`config.mk`:
```
export PLATFORM = sky130hd
export DESIGN_NAME = polyphase_fir_scheduler
export DESIGN_NICKNAME = d
export VERILOG_FILES = /design/src/rtl/polyphase_fir_scheduler.sv
export SDC_FILE = /design/constraint.sdc
export NUM_CORES = 1
export LEC_CHECK = 0
export CORE_ASPECT_RATIO = 0.75
export CORE_UTILIZATION = 42
export CTS_BUF_LIST = sky130_fd_sc_hd__clkbuf_4
export DETAILED_ROUTE_END_ITERATION = 10
export PLACE_DENSITY = 0.94
export SYNTH_ARGS = -nofsm -noshare
export SYNTH_HDL_FRONTEND = slang
export SYNTH_SLANG_ARGS = --single-unit
```
`constraint.sdc`:
```
create_clock -name clk -period 2.4 [get_ports clk]
set_input_delay 0.48 -clock clk [delete_from_list [all_inputs] [get_ports clk]]
set_output_delay 0.48 -clock clk [all_outputs]
set_load 0.02 [all_outputs]
```
`src/rtl/polyphase_fir_scheduler.sv`:
```
// Sequencer for a time-multiplexed polyphase decimating FIR. It collects DECIM samples,
// then walks NTAPS taps through an external MAC and emits one saturated output sample.
module polyphase_fir_scheduler #(
    parameter int NTAPS = 16,
    parameter int DECIM = 4,
    parameter int DW    = 16,
    parameter int AW    = $clog2(NTAPS),
    parameter int ACC_W = 40,
    parameter int SHIFT = 15
) (
    input  logic                    clk,
    input  logic                    reset,
    input  logic                    in_valid,
    output logic                    in_ready,
    input  logic [DW-1:0]           in_data,
    output logic                    smp_we,
    output logic [AW-1:0]           smp_waddr,
    output logic [DW-1:0]           smp_wdata,
    output logic [AW-1:0]           smp_raddr,
    output logic [AW-1:0]           coef_raddr,
    output logic                    mac_clr,
    output logic                    mac_en,
    input  logic signed [ACC_W-1:0] acc_data,
    output logic signed [DW-1:0]    data_out,
    output logic                    valid_out
);

    localparam int PW = (DECIM > 1) ? $clog2(DECIM) : 1;
    localparam logic [PW-1:0] PHASE_LAST = PW'(DECIM - 1);
    localparam logic [AW-1:0] K_LAST     = AW'(NTAPS - 1);
    localparam logic signed [ACC_W-1:0] SAT_MAX = {{(ACC_W-DW+1){1'b0}}, {(DW-1){1'b1}}};
    localparam logic signed [ACC_W-1:0] SAT_MIN = {{(ACC_W-DW+1){1'b1}}, {(DW-1){1'b0}}};

    typedef enum logic [1:0] {
        S_IDLE,
        S_RUN,
        S_DRAIN,
        S_OUT
    } state_t;

    state_t               state_q, state_d;
    logic [AW-1:0]        wptr_q, wptr_d;
    logic [PW-1:0]        phase_q, phase_d;
    logic [AW-1:0]        base_q, base_d;
    logic [AW-1:0]        k_q, k_d;
    logic                 drain_q, drain_d;
    logic                 mac_clr_q, mac_clr_d;
    logic                 mac_en_q, mac_en_d;
    logic signed [DW-1:0] data_out_q, data_out_d;

    logic signed [ACC_W-1:0] acc_shift;
    logic signed [DW-1:0]    sat_val;

    always_comb begin
        acc_shift = acc_data >>> SHIFT;
        if (acc_shift > SAT_MAX) begin
            sat_val = {1'b0, {(DW-1){1'b1}}};
        end else if (acc_shift < SAT_MIN) begin
            sat_val = {1'b1, {(DW-1){1'b0}}};
        end else begin
            sat_val = acc_shift[DW-1:0];
        end
    end

    // NOTE: every signal written here gets a default first, so no path can infer a latch.
    always_comb begin
        state_d    = state_q;
        wptr_d     = wptr_q;
        phase_d    = phase_q;
        base_d     = base_q;
        k_d        = k_q;
        drain_d    = drain_q;
        data_out_d = data_out_q;
        mac_clr_d  = 1'b0;
        mac_en_d   = 1'b0;
        in_ready   = 1'b0;
        smp_we     = 1'b0;
        smp_raddr  = '0;
        coef_raddr = '0;
        valid_out  = 1'b0;

        unique case (state_q)
            S_IDLE: begin
                in_ready = 1'b1;
                if (in_valid) begin
                    smp_we = 1'b1;
                    wptr_d = wptr_q + AW'(1);
                    if (phase_q == PHASE_LAST) begin
                        phase_d = '0;
                        base_d  = wptr_q;
                        k_d     = '0;
                        state_d = S_RUN;
                    end else begin
                        phase_d = phase_q + PW'(1);
                    end
                end
            end
            S_RUN: begin
                // Delay line is walked newest-first; MAC strobes lag the issue by the RAM latency.
                smp_raddr  = base_q - k_q;
                coef_raddr = k_q;
                mac_clr_d  = (k_q == '0);
                mac_en_d   = (k_q != '0);
                k_d        = k_q + AW'(1);
                if (k_q == K_LAST) begin
                    drain_d = 1'b0;
                    state_d = S_DRAIN;
                end
            end
            S_DRAIN: begin
                // Second drain cycle sees the final accumulator; capture it so data_out lines up with valid_out.
                if (drain_q) begin
                    drain_d    = 1'b0;
                    data_out_d = sat_val;
                    state_d    = S_OUT;
                end else begin
                    drain_d = 1'b1;
                end
            end
            S_OUT: begin
                valid_out = 1'b1;
                state_d   = S_IDLE;
            end
            default: state_d = S_IDLE;
        endcase
    end

    // NOTE: state registers use non-blocking assignments so all flops update from pre-edge values.
    always_ff @(posedge clk or negedge reset) begin
        if (!reset) begin
            state_q    <= S_IDLE;
            wptr_q     <= '0;
            phase_q    <= '0;
            base_q     <= '0;
            k_q        <= '0;
            drain_q    <= 1'b0;
            mac_clr_q  <= 1'b0;
            mac_en_q   <= 1'b0;
            data_out_q <= '0;
        end else begin
            state_q    <= state_d;
            wptr_q     <= wptr_d;
            phase_q    <= phase_d;
            base_q     <= base_d;
            k_q        <= k_d;
            drain_q    <= drain_d;
            mac_clr_q  <= mac_clr_d;
            mac_en_q   <= mac_en_d;
            data_out_q <= data_out_d;
        end
    end

    assign smp_waddr = wptr_q;
    assign smp_wdata = in_data;
    assign mac_clr   = mac_clr_q;
    assign mac_en    = mac_en_q;
    assign data_out  = data_out_q;

endmodule

```
==> results.py, run 1 <==
metrics = {
    "outcome": {
        "status": "completed",
    },
    "yosys": {
        "synth_nets": 227,
        "synth_top_area_cell": "dfrtp_1",
        "yosysSeqAreaShare_pct": 47.7,
        "synth_top_area_share_pct": 47.7,
        "ys_types": 36,
        "synthCells": 156,
        "ys_ff_latch": 35,
        "synthesis.area_um2": 1840,
        "synth_area_leaders": "dfrtp_1 (48%), ha_1 (7.5%), buf_4 (6.5%)",
        "synth.avg_cell_area_um2": 11.8,
        "yosysWarnings": 0,
    },
    "setup_path": {
        "worstPathRequired_ns": 1.92,
        "crit_slowest_cell": "clkdlybuf4s50_1",
        "critPathTopFamily": "buffers and inverters",
        "cp-start-kind": "flip-flop",
        "cp_cell_sequence": "inv_1 > ha_1 > buf_4 > clkdlybuf4s50_1",
        "arrival_ns": 1.83,
        "cp-end-kind": "primary output",
        "critPathKind": "flip-flop to primary output",
        "crit_buf_inv": 3,
        "crit_fanout": 4,
        "cp_slowest_stage_delay_ns": 0.59,
    },
    "drt": {
        "drt_pass1_iterations": 4,
        "wirelength_um": 3780,
        "viasPerCell": 5.25,
        "drtIter0Drc": 53,
        "num_vias": 1407,
        "drtAntennaViolNets": 0,
        "drcViolationCount": 0,
        "wl_per_cell_um": 14.1,
    },
    "clock_tree": {
        "cts_sinks": 35,
        "cts_buffer_depth": 2,
        "post-cts-setup-buffer-count": 0,
        "cts_buffers": 5,
        "h-tree-depth": 2,
        "clock-root-buffer": "clkbuf_4",
        "clock_latency_ns": 0.34,
        "cts_tree": "built",
        "cts.clk_slew.worst_paths_ns": 0.10,
    },
    "sta": {
        "setup_viol": 0,
        "tns_ns": 0,
        "grt_setup_unrepaired": "yes",
        "fmaxAchievable_mhz": 432,
        "fin_crit_sh_pct": 96.4,
        "hold_viol_final": 0,
        "fin_crit_ns": 2.31,
        "finalClockSkew_ns": 0.00814,
        "maxSlewViolCount": 0,
        "max_slew_margin_pct": 36.1,
        "tightest_slew_ns": 0.957,
    },
    "floorplanning": {
        "core_um2": 4130,
        "die_w_um": 78.4,
        "rows": 20,
        "fp.dieH_um": 59.3,
        "initial_core_util_pct": 44.5,
        "die_area_um2": 4650,
        "num_io_pins": 108,
    },
    "grt": {
        "grt_pass1_vias": 1347,
        "grt.total_usage_pct": 17.4,
        "overflow": 0,
        "grt_max_degree": 36,
        "grt_antenna_before_repair": 0,
        "grt_first_pass_wirelength_um": 6050,
    },
    "cells_and_area": {
        "fill_cells": 347,
        "drive_above_1_share_pct": 20.2,
        "multi_input_area_um2": 798,
        "stdcell_count": 268,
        "diodes": 0,
        "design_area_um2": 2500,
        "area_growth_pct": 35.8,
        "regArea_um2": 876,
        "final_nets": 283,
    },
    "placement": {
        "dp_cells": 260,
        "place_congestion": 0.758,
        "dpl_cell_area_um2": 2430,
        "dp_hpwl_um": 2930,
        "io_buffers": 60,
    },
    "hold_path": {
        "hp-class": "primary input to async pin",
    },
    "power": {
        "peakVddDrop_uv": 688,
        "leakage_uw": 0.00114,
        "powerDensity_nw_per_um2": 1290,
    },
    "job": {
        "drv_cap": 0,
    },
}
==> timing repair <==
action                     4_1_cts  5_1_grt
setup endpoints to repair        9        7
hold buffers                     0        0
gates resized for setup         13        6
==> flip-flops by register name, indices dropped and copies added, names as in the netlist <==
signal / cells
state_q: 2
mac_clr: 1
drain_q: 1
data_out: 16
phase_q: 2
smp_waddr: 4
base_q: 4
mac_en: 1
k_q: 4
==> cells by family (layout without fill, tap and decap cells) <==
family	Yosys count	after routing	share of synthesized area (%)
xor gates and xnor gates	5	5	2.38
DFF	35	35	47.7
and+or+nand+nor	35	35	10.9
muxes	8	8	4.90
buffers and inverters	30	87	9.87
adders and majority gates	12	12	8.58
AOI/OAI and AO/OA	31	31	15.7
==> cells in the mapped netlist (all sizes together) <==
cell type / count
a211oi: 1
a21bo: 1
a21boi: 1
a21o: 1
a221o: 15
a22o: 2
a32o: 1
and2: 7
and3: 3
and3b: 1
buf: 18
clkbuf: 3
dfrtp: 35
fa: 1
ha: 11
inv: 9
mux2: 8
nand2: 7
nand2b: 1
nand3: 5
nand4: 3
nor2: 1
nor2b: 2
nor3: 4
o21a: 1
o21ai: 5
o2bb2ai: 1
o32a: 1
o32ai: 1
or4: 1
xnor2: 4
xor2: 1
==> area by class of cell <==
cell class	count	share of cell area, %
Tap cell	55	2.76
Clock buffer	7	2.11
Clock inverter	1	0.201
Multi-Input combinational cell	91	32.0
Sequential cell	35	35.1
Timing Repair Buffer	70	26.5
Inverter	9	1.35
==> layer usage <==
layer,vias up,share of wire [%],GRT usage [%]
li1,667,-,-
met1,687,47,22.6
met2,49,46,28.1
met3,4,6.6,5.38
met4,0,1.1,5.56
met5,-,0,0
==> cell usage in the layout, fill, tap and decap left out, types with 3 or more instances in the layout <==
master,instances
buf_4,10
dlymetal6s2s_1,3
and3_1,3
mux2_2,8
a221o_2,5
a221o_1,10
o21ai_0,5
xnor2_1,4
nand2_1,7
clkbuf_4,7
nand3_1,5
and2_1,7
inv_1,8
nand4_1,3
ha_1,10
dfrtp_1,35
buf_2,3
clkdlybuf4s50_1,52
==> metrics by stage <==
| stage | power, µW | hold slack (ns) | util (%) | setup WS, ns |
|---|---|---|---|---|
| 6_report | 3210 | 0.201 | 60.5 | 0.0862 |
| 5_1_grt | 3430 | 0.264 | 60.5 | -0.0175 |
| 4_1_cts | 3240 | 0.224 | 60.2 | 0.000567 |
| 3_5_place_dp | 2920 | 0.498 | 58.8 | 0.0254 |
| 3_3_place_gp | 2840 | 0.494 | 58.8 | 0.0887 |
| 2_1_floorplan | 2150 | 0.184 | - | 0.523 |
==> power breakdown <==
part / switching, µW / internal [µW]
Clock: 188 / 137
Sequential: 200 / 870
Combinational: 855 / 962
==> final timing paths <==
check / slack (ns) / from / cells after the start / endpoint
min in group clk: 0.51 / smp_waddr[3] / 1 / smp_waddr[3]
hold reg to reg: 0.51 / smp_waddr[3] / 1 / smp_waddr[3]
setup / recovery: 0.09 / state_q[0] / 4 / in_ready
hold / removal: 0.20 / reset / 1 / k_q[3]
setup reg to reg: 0.39 / state_q[0] / 5 / data_out[12]
max in group asynchronous: 1.72 / reset / 1 / data_out[6]
Power figures use the tool's default switching activity.
==> inputs of run 2 (changes only) <==
MAX_ROUTING_LAYER = met4   (was default)
==> run 2 against run 1 <==
  * Clock skew stayed put
  * Clock power hardly changed
  * Cell count stayed put
  * Final area stayed put
  * Core utilization stayed put
  * Global-route usage is 0.55 points higher
  * Worst setup slack hardly changed
  * First-iteration DRC count is 7.5% higher
  * Via count stayed put
  * Sequential power hardly changed
  * Die area stayed put
  * Largest power group unchanged
==> results.py, run 2 (synthesized netlist as in run 1, its figures left out) <==
metrics = {
    "floorplanning": {
        "fp.dieH_um": 59.3,
        "initial_core_util_pct": 44.5,
        "die_w_um": 78.4,
        "rows": 20,
        "num_io_pins": 108,
        "core_um2": 4130,
        "die_area_um2": 4650,
    },
    "cells_and_area": {
        "fill_cells": 347,
        "mostFrequentLayoutCell": "clkdlybuf4s50_1",
        "design_area_um2": 2500,
        "diodes": 0,
        "stdcell_count": 268,
        "layout_common_cells": "clkdlybuf4s50_1 (52), dfrtp_1 (35), a221o_1 (10), ha_1 (10), buf_4 (10)",
        "drive_above_1_share_pct": 20.2,
        "area_growth_pct": 35.8,
        "final_nets": 283,
        "largest_reg_flops": 16,
    },
    "grt": {
        "grt_antenna_before_repair": 0,
        "grt_pass1_vias": 1346,
        "grt_max_degree": 36,
        "overflow": 0,
        "grt.total_usage_pct": 17.9,
        "grt_first_pass_wirelength_um": 6050,
    },
    "placement": {
        "dpl_cell_area_um2": 2430,
        "dp_cells": 260,
        "place_congestion": 0.768,
        "dp_hpwl_um": 2930,
        "io_buffers": 60,
    },
    "clock_tree": {
        "cts.clk_slew.worst_paths_ns": 0.10,
        "clock-root-buffer": "clkbuf_4",
        "ctsHoldBuffers": 0,
        "cts_sinks": 35,
        "h-tree-depth": 2,
        "clock_latency_ns": 0.34,
        "cts_tree": "built",
        "cts_buffers": 5,
        "cts_buffer_depth": 2,
        "post-cts-setup-buffer-count": 0,
    },
    "setup_path": {
        "cp-endpoint": "in_ready",
        "worstPathRequired_ns": 1.92,
        "r2r-end": "data_out[12]",
        "crit_fanout": 4,
        "reg2reg_from": "state_q[0]",
        "critPathKind": "flip-flop to primary output",
        "cp-start-kind": "flip-flop",
        "r2r_cells": 5,
        "cp-end-kind": "primary output",
        "r2r_slack_ns": 0.39,
        "crit_path_start": "state_q[0]",
        "arrival_ns": 1.83,
    },
    "drt": {
        "wl_per_cell_um": 14.1,
        "drcViolationCount": 0,
        "viasPerCell": 5.25,
        "drtIter0Drc": 57,
        "drt_pass1_iterations": 4,
        "num_vias": 1407,
        "drtAntennaViolNets": 0,
        "wirelength_um": 3780,
    },
    "hold_path": {
        "hp-class": "primary input to async pin",
    },
    "sta": {
        "setup_viol": 0,
        "fin_crit_ns": 2.31,
        "max_slew_margin_pct": 36.1,
        "fmaxAchievable_mhz": 432,
        "maxSlewViolCount": 0,
        "tightest_slew_ns": 0.956,
        "hold_viol_final": 0,
        "fin_crit_sh_pct": 96.4,
        "finalClockSkew_ns": 0.00814,
        "grt_setup_unrepaired": "yes",
    },
    "outcome": {
        "status": "completed",
    },
    "power": {
        "pwr-share-clk_pct": 10.1,
        "peakVddDrop_uv": 689,
        "powerDensity_nw_per_um2": 1290,
        "sequentialPowerShare_pct": 33.3,
        "p_sw_share_pct": 38.7,
        "internal_power_uw": 1970,
        "leakage_uw": 0.00114,
        "power_frac_comb_pct": 56.6,
        "switchingPower_uw": 1240,
    },
    "job": {
        "drv_cap": 0,
    },
}
[run 2: cell counts in the layout (fill, tap and decap cells not counted)]
Identical to the previous run, type by type.
[run 2: layer usage]
metal | wire length [µm] | vias up | share of wire [%] | GRT usage [%]
met2 | 1730 | 49 | 46 | 28.1
met5 | 0 | - | 0 | -
met4 | 40 | 0 | 1.1 | 5.56
met1 | 1780 | 687 | 47 | 22.8
li1 | - | 667 | - | -
met3 | 234 | 4 | 6.2 | 5.08
[run 2: worst min path at each step]
stage	end	slack (ns)	depth (start not counted)	start
after floorplan	base_q[0]	0.18	0	reset
after global placement	phase_q[1]	0.49	1	phase_q[1]
after detailed placement	smp_waddr[3]	0.50	1	smp_waddr[3]
after CTS	data_out[9]	0.22	1	reset
after global routing	k_q[3]	0.26	1	reset
final	k_q[3]	0.20	1	reset
[run 2: cell type report]
class	count	area [µm²]	share of cell area (%)
Clock inverter	1	5.00	0.201
Sequential cell	35	876	35.1
Multi-Input combinational cell	91	798	32.0
Tap cell	55	68.8	2.76
Clock buffer	7	52.6	2.11
Timing Repair Buffer	70	662	26.5
Inverter	9	33.8	1.35
[run 2: power by group through the flow]
| stage | Clock, µW | Combinational, µW | Sequential [µW] |
|---|---|---|---|
| after floorplan | 0 | 868 | 1280 |
| after global placement | 0 | 1780 | 1060 |
| after detailed placement | 0 | 1850 | 1070 |
| after CTS | 333 | 1840 | 1070 |
| after global routing | 357 | 1970 | 1110 |
| final | 324 | 1820 | 1070 |
[run 2: critical path: stages, from the launching register on]
cell	delay, ns
dfrtp_1	0.46
inv_1	0.11
ha_1	0.19
buf_4	0.14
clkdlybuf4s50_1	0.59
[run 2: timing repair]
item	4_1_cts	5_1_grt
endpoints found under the setup margin	9	7
pin swaps	0	0
resized for setup	13	6
[run 2: per-stage QoR]
stage	TNS, ns	power, µW	hold slack [ns]	setup WS, ns	util [%]
after floorplan	0	2150	0.184	0.523	-
after global routing	-0.0175	3430	0.264	-0.0175	60.5
final	0	3210	0.201	0.0862	60.5
after detailed placement	0	2920	0.498	0.0254	58.8
after global placement	0	2840	0.494	0.0887	58.8
after CTS	0	3240	0.224	0.000567	60.2
==> edit: new RTL, flow settings as in run 1 <==
Set the parameter `DECIM` to 8 (it was 4).
--- a/src/rtl/polyphase_fir_scheduler.sv
+++ b/src/rtl/polyphase_fir_scheduler.sv
@@ -2,7 +2,7 @@
 // then walks NTAPS taps through an external MAC and emits one saturated output sample.
 module polyphase_fir_scheduler #(
     parameter int NTAPS = 16,
-    parameter int DECIM = 4,
+    parameter int DECIM = 8,
     parameter int DW    = 16,
     parameter int AW    = $clog2(NTAPS),
     parameter int ACC_W = 40,
Behaviour: not the same (Yosys sat finds a counterexample within 10 cycles, from zero or initial values and one cycle with reset low).
==> edit against run 1 <==
  * Utilization decreased by 2.1 points
  * Routed wire length up 16%
  * Area after synthesis grew 8.6%
  * Non-clock buffer count is the same
  * Power grew 3.1%
  * Setup slack improved by 11 ps
  * Sequential cell count increased by 1
  * Cell area is 5.7% higher
  * Critical path type unchanged
==> edit: results <==
metrics = {
    "status": {
        "outcome": "finished, final reports clean",
    },
    "placed_design": {
        "dpl-instance-area_mm2": 0.002564,
        "pre_cts_slack_ps": 4.200,
        "placedCellCount": 295,
    },
    "logic_synthesis": {
        "ys_seq_elements": 36,
        "ys_types": 38,
        "synthesis.nets": 265,
        "synthTopCellsByArea": "dfrtp_1 45%, ha_1 7.5%, buf_4 6.0%",
        "synth_cells": 193,
        "synth.yosys.seq_area_share_pct": 45.11,
    },
    "power_and_ir_drop": {
        "p_int_w": 0.001923,
        "ir_drop_mv": 0.6141,
        "p_leak_nw": 1.223,
    },
    "worst_setup_path": {
        "critical-path-top-delay-family": "simple AND/OR/NAND/NOR gates",
        "worst_path_largest_cell_delay_ps": 410,
        "crit_slowest_cell": "dfrtp_1",
    },
    "timing": {
        "fin_skew_ps": 5.836,
        "relSlewSlack_pct": 48.51,
        "finalCritPeriodShare_pct": 95.94,
    },
    "cells_and_area": {
        "multi_input_cells": 124,
        "seqCellArea_um2": 902.1,
        "final_net_count": 318,
        "nClkBuffers": 5,
        "multi_input_comb_area_um2": 912.1,
        "seq_share_pct": 34.20,
        "clk_share_pct": 1.945,
    },
    "routing": {
        "wl_met2_mm": 2.131,
        "wl_met3_um": 245,
        "vias_per_cell": 5.191,
        "avgRoutedWirePerCell_um": 14.49,
        "num_vias": 1578,
        "met1_length_mm": 1.975,
    },
    "global_route": {
        "use_met3_pct": 6.131,
        "grt_usage_pct": 18.92,
        "gr-usage-met1_pct": 23.19,
    },
}
==> edit: repair_timing <==
item                       4_1_cts  5_1_grt
setup endpoints to repair        8        8
setup buffers                    1        0
resized for setup               11       11
==> edit: final timing paths <==
check                               endpoint  slack, ps  cells past startpoint
worst max-delay path            smp_raddr[3]        100                      6
worst min-delay path                  mac_en        210                      1
worst max register to register     base_q[1]        610                      7
worst min register to register   data_out[3]        520                      2
max in group asynchronous             k_q[0]       1660                      1
min in group clk                 data_out[3]        520                      2
==> edit: cell families after synthesis <==
family | share of synthesized area [%]
and+or+nand+nor | 13.03
buffers and inverters | 10.09
DFF | 45.11
xor gates and xnor gates | 2.193
AOI/OAI and AO/OA | 15.98
muxes | 5.075
adders and majority gates | 8.521
==> edit: power groups by stage <==
stage                     sequential, W  combinational, W  clock (W)
after global routing            0.00114           0.00208   0.000345
after CTS                       0.00110           0.00193   0.000317
final                           0.00109           0.00191   0.000308
after floorplan                 0.00127          0.000958          0
after detailed placement        0.00111           0.00190          0
after global placement          0.00109           0.00182          0
